**config.mk**
```make
export PLATFORM = sky130hd
export DESIGN_NAME = dclk_tx
export DESIGN_NICKNAME = d
export VERILOG_FILES = /design/src/rtl/dclk_tx.sv
export SDC_FILE = /design/constraint.sdc
export NUM_CORES = 1
export LEC_CHECK = 0
export CAP_MARGIN = 0
export CORE_MARGIN = 2
export CORE_UTILIZATION = 40
export DETAILED_ROUTE_END_ITERATION = 10
export MAX_ROUTING_LAYER = met4
export PLACE_DENSITY = 0.61
export REMOVE_ABC_BUFFERS = 1
export SLEW_MARGIN = 20
export SYNTH_ARGS = -nofsm -noshare
export SYNTH_HDL_FRONTEND = slang
export SYNTH_SLANG_ARGS = --single-unit
export TNS_END_PERCENT = 50
```
**constraint.sdc**
```tcl
create_clock -name clk -period 1.85 [get_ports clk]
set_input_delay 0.555 -clock clk [delete_from_list [all_inputs] [get_ports clk]]
set_output_delay 0.555 -clock clk [all_outputs]
set_load 0.1 [all_outputs]
```
**src/rtl/dclk_tx.sv**
```systemverilog
`default_nettype none
// ============================================================================
//  Module   : dclk_tx
//  Purpose  : Serial flit transmitter feeding dclk_rx over a single wire.
//  Revision : 1.0
// ============================================================================

`ifndef HDR_SZ
`define HDR_SZ 4
`endif
`ifndef PL_SZ
`define PL_SZ 8
`endif
`ifndef ADDR_SZ
`define ADDR_SZ 4
`endif

module dclk_tx #(
  parameter int    FLIT_W  = `HDR_SZ + `PL_SZ + `ADDR_SZ,
  parameter int    GAP_CYC = 2,
  parameter string PORT    = "unknown"
) (
  input  logic              clk,
  input  logic              reset,
  input  logic              req,
  input  logic [FLIT_W-1:0] parallel_in,
  output logic              ready,
  input  logic              channel_busy,
  output logic              serial_out,
  output logic              tx_busy
);

  localparam int c_cnt_w = $clog2(FLIT_W + 1);
  localparam int c_gap_w = (GAP_CYC > 0) ? $clog2(GAP_CYC + 1) : 1;
  localparam logic [c_cnt_w-1:0] c_cnt_last = c_cnt_w'(FLIT_W - 1);
  localparam logic [c_gap_w-1:0] c_gap_last = c_gap_w'((GAP_CYC > 0) ? GAP_CYC - 1 : 0);

  typedef enum logic [2:0] {
    S_IDLE  = 3'd0,
    S_START = 3'd1,
    S_SHIFT = 3'd2,
    S_GAP   = 3'd3,
    S_DRAIN = 3'd4
  } state_t;

  state_t              r_state;
  logic [FLIT_W-1:0]   r_shreg;
  logic [c_cnt_w-1:0]  r_cnt;
  logic [c_gap_w-1:0]  r_gcnt;
  logic                r_seen_busy;
  logic                r_sync_meta;
  logic                r_busy_s;
  logic                r_serial;

  state_t              w_state_nxt;
  logic [FLIT_W-1:0]   w_shreg_nxt;
  logic [c_cnt_w-1:0]  w_cnt_nxt;
  logic [c_gap_w-1:0]  w_gcnt_nxt;
  logic                w_seen_nxt;
  logic                w_serial_nxt;
  logic                w_accept;
  logic                w_release;

  // ready is forced low while reset is held, even though state reads IDLE then
  assign ready      = reset && (r_state == S_IDLE) && !r_busy_s;
  assign w_accept   = ready && req;
  assign w_release  = r_seen_busy && !r_busy_s;
  assign serial_out = r_serial;
  assign tx_busy    = (r_state != S_IDLE);

  always_ff @(posedge clk or negedge reset) begin
    if (!reset) begin
      r_sync_meta <= 1'b0;
      r_busy_s    <= 1'b0;
    end else begin
      r_sync_meta <= channel_busy;
      r_busy_s    <= r_sync_meta;
    end
  end

  always_ff @(posedge clk or negedge reset) begin
    if (!reset) begin
      r_state     <= S_IDLE;
      r_shreg     <= '0;
      r_cnt       <= '0;
      r_gcnt      <= '0;
      r_seen_busy <= 1'b0;
      r_serial    <= 1'b0;
    end else begin
      r_state     <= w_state_nxt;
      r_shreg     <= w_shreg_nxt;
      r_cnt       <= w_cnt_nxt;
      r_gcnt      <= w_gcnt_nxt;
      r_seen_busy <= w_seen_nxt;
      r_serial    <= w_serial_nxt;
    end
  end

  // serial_out is registered, so each branch computes what the line shows next cycle
  always_comb begin
    w_state_nxt  = r_state;
    w_shreg_nxt  = r_shreg;
    w_cnt_nxt    = r_cnt;
    w_gcnt_nxt   = r_gcnt;
    w_seen_nxt   = r_seen_busy;
    w_serial_nxt = 1'b0;

    if ((r_state != S_IDLE) && r_busy_s) begin
      w_seen_nxt = 1'b1;
    end

    case (r_state)
      S_IDLE: begin
        if (w_accept) begin
          w_state_nxt  = S_START;
          w_shreg_nxt  = parallel_in;
          w_cnt_nxt    = '0;
          w_gcnt_nxt   = '0;
          w_seen_nxt   = 1'b0;
          w_serial_nxt = 1'b1;
        end
      end
      S_START: begin
        w_state_nxt  = S_SHIFT;
        w_serial_nxt = r_shreg[0];
        w_shreg_nxt  = r_shreg >> 1;
      end
      S_SHIFT: begin
        if (r_cnt == c_cnt_last) begin
          w_gcnt_nxt = '0;
          if (GAP_CYC > 0) begin
            w_state_nxt = S_GAP;
          end else begin
            w_state_nxt = w_release ? S_IDLE : S_DRAIN;
          end
        end else begin
          w_cnt_nxt    = r_cnt + 1'b1;
          w_serial_nxt = r_shreg[0];
          w_shreg_nxt  = r_shreg >> 1;
        end
      end
      S_GAP: begin
        // A receiver that has already freed lets the last gap cycle go straight to IDLE
        if (r_gcnt == c_gap_last) begin
          w_state_nxt = w_release ? S_IDLE : S_DRAIN;
        end else begin
          w_gcnt_nxt = r_gcnt + 1'b1;
        end
      end
      S_DRAIN: begin
        if (w_release) begin
          w_state_nxt = S_IDLE;
        end
      end
      default: begin
        w_state_nxt = S_IDLE;
      end
    endcase
  end

endmodule

`default_nettype wire

```
==> metrics.cfg, run 1 <==
[clock_tree]
clock_path_buffers = 2
cts_made_buffers = 5
cts-root-buf = clkbuf_8
ctsHoldBuffers = 0
cts_max_level = 2
clkTransAtPathRegs_ns = 0.06
cts_tree = yes
clock_insertion_delay_worst_skew_ns = 0.28
cts_num_sinks = 30

[worst_setup_path]
crit_required_ns = 1.29
crit_path_max_fanout = 3
start_kind = flop
crit_type = reg -> out
cp.arrival_ns = 1.29
cp-end-kind = primary output

[floorplanning]
die_h_um = 64.8
rows = 22
ios = 23
start_util_pct = 41.0
die_w_um = 64.8
die-area_sq_mm = 0.00420
core_sq_mm = 0.00361

[yosys]
netlist-cell-type-count = 33
synth_edf_count = 0
ys_seq_area_share_pct = 50.8
syn_inst = 140
synthArstFlopShare_pct = 100
synth_ff_type = dfrtp_1
syn_area_sq_mm = 0.00148
ys_seq_elements = 30
avgSynthCellArea_sq_um = 10.6
ys_warn_count = 0

[layout]
stdcell_count = 230
areaGrowthSynthToFinish_pct = 40.2
stdcell_area_sq_mm = 0.00207
utilization_pct = 57.5
num-nets-final = 204
fillers = 339
drive_gt1_share_pct = 19.8
antenna_cells = 0

[timing]
period_needed_ns = 1.85
max_freq_mhz = 541
worst_pin_slew_ns = 0.380
hold_viol = 0
setup_viol = 0
maxSlewHeadroom_pct = 74.5
period_share_pct = 99.9
rsz0062_at_grt = true
whs_ns = 0.349
fin_skew_ns = 0.00178
drv_slew = 0

[placement]
dpl_cell_area_sq_mm = 0.00186
gp_congestion = 0.826
dpl.hpwl_um = 2130
dp_cells = 217
io_buffers = 22

[route]
via_count = 1188
route.detailed.drc = 0
wirelength_um = 3020
ant_nets = 0
via_per_inst = 5.17
drt_iter0_drc = 57
wire_per_inst_um = 13.1
drt-pass1-iter-count = 4

[outcome]
status = finished clean

[global_route]
grt_pass1_wl_um = 5000
grt_pass1_vias = 1178
grtUsageTotal_pct = 16.1
antenna_found_initial = 0
grt.overflow.total = 0
grt_max_degree = 33

[run]
maxCapViolCount = 0

[pwr]
p_leak_nw = 0.946
power_density_mw_per_mm2 = 1890
vdd_ir_drop_max_v = 0.000818

[worst_hold_path]
hp-class = reg -> reg

-- cell type report --
cell class | instances | area (sq um) | share of cell area, %
inverters | 6 | 22.5 | 1.09
flip-flops and latches | 30 | 751 | 36.2
clock buffers | 7 | 76.3 | 3.68
clock inverters | 1 | 30.0 | 1.45
repair buffers | 41 | 439 | 21.2
multi-input cells | 97 | 694 | 33.5
well taps | 48 | 60.1 | 2.90
-- per-layer routing --
layer  GRT usage [%]  wire, um  vias to the layer above
met5               -         0                        -
met1            18.5      1310                      574
li1                -         -                      581
met4            7.18        59                        0
met2            26.9      1530                       27
met3            3.65       127                        6
-- layout by cell type (no fill, tap or decap), types with 3 or more instances in the layout --
| cell type | count |
|---|---|
| nand2_1 | 5 |
| a21oi_1 | 16 |
| o21ai_0 | 3 |
| o21ai_1 | 6 |
| clkdlybuf4s50_1 | 18 |
| buf_4 | 16 |
| nor2_1 | 19 |
| dfrtp_1 | 30 |
| clkbuf_8 | 5 |
| buf_12 | 4 |
| mux2i_1 | 18 |
| inv_1 | 6 |
-- critical path, cell delays in order (launching register included) --
cell and delay [ns]:
dfrtp_1 0.41, nor3_4 0.22, and3_4 0.22, buf_12 0.17
-- Yosys cell counts, types with 2 or more instances --
library cell   n  area (sq um)
a21oi_1       16          80.1
nor2b_1        2          12.5
and3_1         2          12.5
buf_2          5          25.0
dfrtp_1       30           751
o211ai_1       2          15.0
nand2_1        5          18.8
nand3b_1       2          15.0
inv_1          6          22.5
ha_1           3          37.5
o21ai_1        4          20.0
nor3_1         2          10.0
o21ai_0        5          25.0
mux2i_1       18           180
a22o_1         2          17.5
nor2_1        19          71.3
-- repair_timing --
action                                  4_1_cts  5_1_grt
buffers inserted                              0        3
endpoints found under the setup margin       20       22
endpoints found under the hold margin         0        0
gates cloned                                  0        2
pin swaps                                     1        4
gates resized for setup                       7        4
-- cell families after synthesis --
family / after synthesis / synth area share, %
AO/OA/AOI/OAI: 36 / 14.7
XOR/XNOR: 1 / 1.10
adder cells (fa/ha/maj): 3 / 2.54
buffers and inverters: 13 / 4.99
flip-flops: 30 / 50.8
multiplexers: 18 / 12.2
AND/OR/NAND/NOR: 39 / 13.7
-- path summary, 6_finish.rpt --
check	startpoint	to	slack (ns)	depth (start not counted)
min	r_sync_meta$_DFF_PN0_	r_busy_s$_DFF_PN0_	0.35	0
max in group asynchronous	reset	r_shreg[7]$_DFFE_PN0P_	1.20	2
max reg2reg	r_cnt[1]$_DFFE_PN0P_	r_cnt[4]$_DFFE_PN0P_	0.06	6
max	r_state[2]$_DFFE_PN0P_	ready	0.002	3
min in group asynchronous	reset	r_shreg[11]$_DFFE_PN0P_	0.46	2
min reg2reg	r_sync_meta$_DFF_PN0_	r_busy_s$_DFF_PN0_	0.35	0
-- sequential cells by signal (all words and copies together) (netlist names) --
signal       count
r_shreg         16
serial_out       1
r_cnt            5
r_sync_meta      1
r_state          3
r_busy_s         1
r_seen_busy      1
r_gcnt           2
-- power breakdown --
group | leakage [nW] | switching [W] | internal (W)
logic | 0.544 | 0.00108 | 0.00108
registers | 0.349 | 0.000161 | 0.000953
clock network | 0.0524 | 0.000235 | 0.000402
-- per-stage QoR --
step	setup WS [ns]	setup TNS, ns	total power (W)
4_1_cts	-0.0116	-0.0116	0.00370
5_1_grt	-0.0484	-0.0667	0.00419
6_report	0.00242	0	0.00391
3_3_place_gp	-0.224	-3.98	0.00293
2_1_floorplan	-0.297	-4.60	0.00238
3_5_place_dp	-0.294	-4.61	0.00302
Power figures use the tool's default switching activity.
==> inputs of run 2 (changes only) <==
Settings changed: PLACE_DENSITY 0.61 to 0.58.
Clock period 1.85 ns to 2.1 ns, I/O delays scaled along.
==> run 2 against run 1 <==
- global-route usage grew 0.45 points
- non-clock buffer count shrank 10
- sequential power shrank 11%
- cell count shrank 5.2%
- critical path depth is the same
- flip-flop and latch count is the same
- setup slack gained 0.046 ns
- clock-buffer cell count shrank 1
==> metrics.cfg, run 2 (same netlist as run 1, synthesis figures left out) <==
[route]
wirelength_um = 2860  ; -5.3%
wl_met2_um = 1410  ; -7.8%
wl_met3_um = 112  ; -12%
route.detailed.drc = 0  ; unchanged
drt-pass1-iter-count = 4  ; unchanged
via_count = 1124  ; -5.4%
met1Wirelength_um = 1260  ; -3.5%
wire_per_inst_um = 13.1  ; about the same
via_per_inst = 5.16  ; -0.18%
drt_iter0_drc = 68  ; +19%
highest_layer = met4
ant_nets = 0  ; unchanged

[worst_setup_path]
r2r_start = r_cnt[0]$_DFFE_PN0P_
start_kind = flop
cp-end-kind = primary output
crit_required_ns = 1.47  ; +0.18 ns
crit_path_max_fanout = 3  ; unchanged
startpoint = r_state[2]$_DFFE_PN0P_
cp.arrival_ns = 1.42  ; +0.13 ns
crit_type = reg -> out

[global_route]
grtUsageTotal_pct = 16.6  ; +0.45 points
grt.overflow.total = 0  ; unchanged
grt_pass1_vias = 1156  ; -1.9%
grt_max_degree = 33  ; unchanged
grt_pass1_wl_um = 5100  ; +2.1%
antenna_found_initial = 0  ; unchanged

[pwr]
finalPower_w = 0.00302  ; -23%
power_density_mw_per_mm2 = 1580  ; -16%
vdd_ir_drop_max_v = 0.000627  ; -23%
p_leak_nw = 0.874  ; -7.6%

[floorplanning]
core_sq_mm = 0.00361  ; unchanged
start_util_pct = 41.0  ; unchanged
die_h_um = 64.8  ; unchanged
ios = 23  ; unchanged
die_w_um = 64.8  ; unchanged
rows = 22  ; unchanged
die-area_sq_mm = 0.00420  ; unchanged

[timing]
period_needed_ns = 2.05
rsz0062_at_grt = false
worst_pin_slew_ns = 0.358  ; -0.0217 ns
period_share_pct = 97.7
maxSlewHeadroom_pct = 76.1  ; +1.6 points
hold_viol = 0  ; unchanged
max_freq_mhz = 487
fin_skew_ns = 0.00583  ; +0.00406 ns
setup_viol = 0  ; unchanged
drv_slew = 0  ; unchanged

[layout]
antenna_cells = 0  ; unchanged
reg_top3 = r_shreg: 16 flops, r_cnt: 5 flops, r_state: 3 flops
layout_commonest_cell = dfrtp_1
utilization_pct = 53.0  ; -4.5 points
layout_common_cells = dfrtp_1 (30), nor2_1 (19), mux2i_1 (18), clkdlybuf4s50_1 (18), a21oi_1 (16)
drive_gt1_share_pct = 13.5  ; -6.3 points
largest_register_ffs = 16  ; unchanged
top_register = r_shreg
areaGrowthSynthToFinish_pct = 29.2
num-nets-final = 194  ; -4.9%

[worst_hold_path]
worstHoldStart = r_sync_meta$_DFF_PN0_
hp-class = reg -> reg

[clock_tree]
cts_num_sinks = 30  ; unchanged
clock_path_buffers = 2  ; unchanged
cts_tree = yes
postCtsSetupBuffers = 0  ; unchanged
clkTransAtPathRegs_ns = 0.06  ; about the same
cts_max_level = 2  ; unchanged
cts-root-buf = clkbuf_8
clock_insertion_delay_worst_skew_ns = 0.28  ; about the same
cts_made_buffers = 5  ; unchanged

[placement]
io_buffers = 22  ; unchanged
gp_congestion = 0.786  ; -4.8%
dpl.hpwl_um = 2070  ; -2.9%

[outcome]
status = finished clean

[run]
maxCapViolCount = 0  ; unchanged

[run 2: cell types whose count changed in the layout (fill, tap and decap cells not counted), sizes merged]
cell    delta
buf        -8
bufinv     -1
clkbuf     -3
[run 2: timing repair]
item                       in CTS  in global routing
hold buffers                    0                  0
resized for setup               1                  3
setup endpoints to repair       1                  2
hold endpoints to repair        0                  0
[run 2: per-layer routing]
| metal | vias up | track usage, % |
|---|---|---|
| met1 | 538 | 19.2 |
| met3 | 7 | 3.65 |
| met2 | 23 | 26.4 |
| met5 | - | - |
| li1 | 556 | - |
| met4 | 0 | 9.84 |
[run 2: stage by stage]
| step | setup WS [ns] | cells | setup TNS (ns) | area, sq um | hold slack (ns) |
|---|---|---|---|---|---|
| finish | 0.0484 | 218 | 0 | 1910 | 0.346 |
| global route | 0.0125 | 218 | 0 | 1910 | 0.361 |
| CTS | 0.0306 | 218 | 0 | 1900 | 0.349 |
| detailed placement | -0.184 | 212 | -2.51 | 1820 | 0.336 |
| global placement | -0.113 | 212 | -1.18 | 1820 | 0.335 |
| floorplan | -0.122 | 133 | -0.415 | 1430 | 0.331 |
[run 2: final cells by class]
cell class,count,area (sq um)
Clock buffer,6,82.6
Fill cell,333,1700
Inverter,6,22.5
Multi-Input combinational cell,97,666
Sequential cell,30,751
Tap cell,48,60.1
Timing Repair Buffer,31,329
[run 2: path summary, 6_finish.rpt]
| kind | to | slack, ns | depth (start not counted) |
|---|---|---|---|
| worst min-delay path | r_busy_s$_DFF_PN0_ | 0.35 | 0 |
| worst min register to register | r_busy_s$_DFF_PN0_ | 0.35 | 0 |
| worst max register to register | r_cnt[3]$_DFFE_PN0P_ | 0.17 | 7 |
| max in group asynchronous | r_shreg[0]$_DFFE_PN0P_ | 1.29 | 2 |
| min in group asynchronous | r_shreg[11]$_DFFE_PN0P_ | 0.53 | 2 |
| worst max-delay path | ready | 0.05 | 3 |
[run 2: report_power, final]
| group | switching (W) | leakage, nW | internal (W) |
|---|---|---|---|
| registers | 0.000151 | 0.349 | 0.000840 |
| logic | 0.000851 | 0.482 | 0.000733 |
| clock network | 0.000198 | 0.0431 | 0.000252 |
[run 2: critical path, stage by stage, from the launching register on]
cell and delay [ns]:
dfrtp_1 0.37, nor3_1 0.33, and3_1 0.26, buf_12 0.18
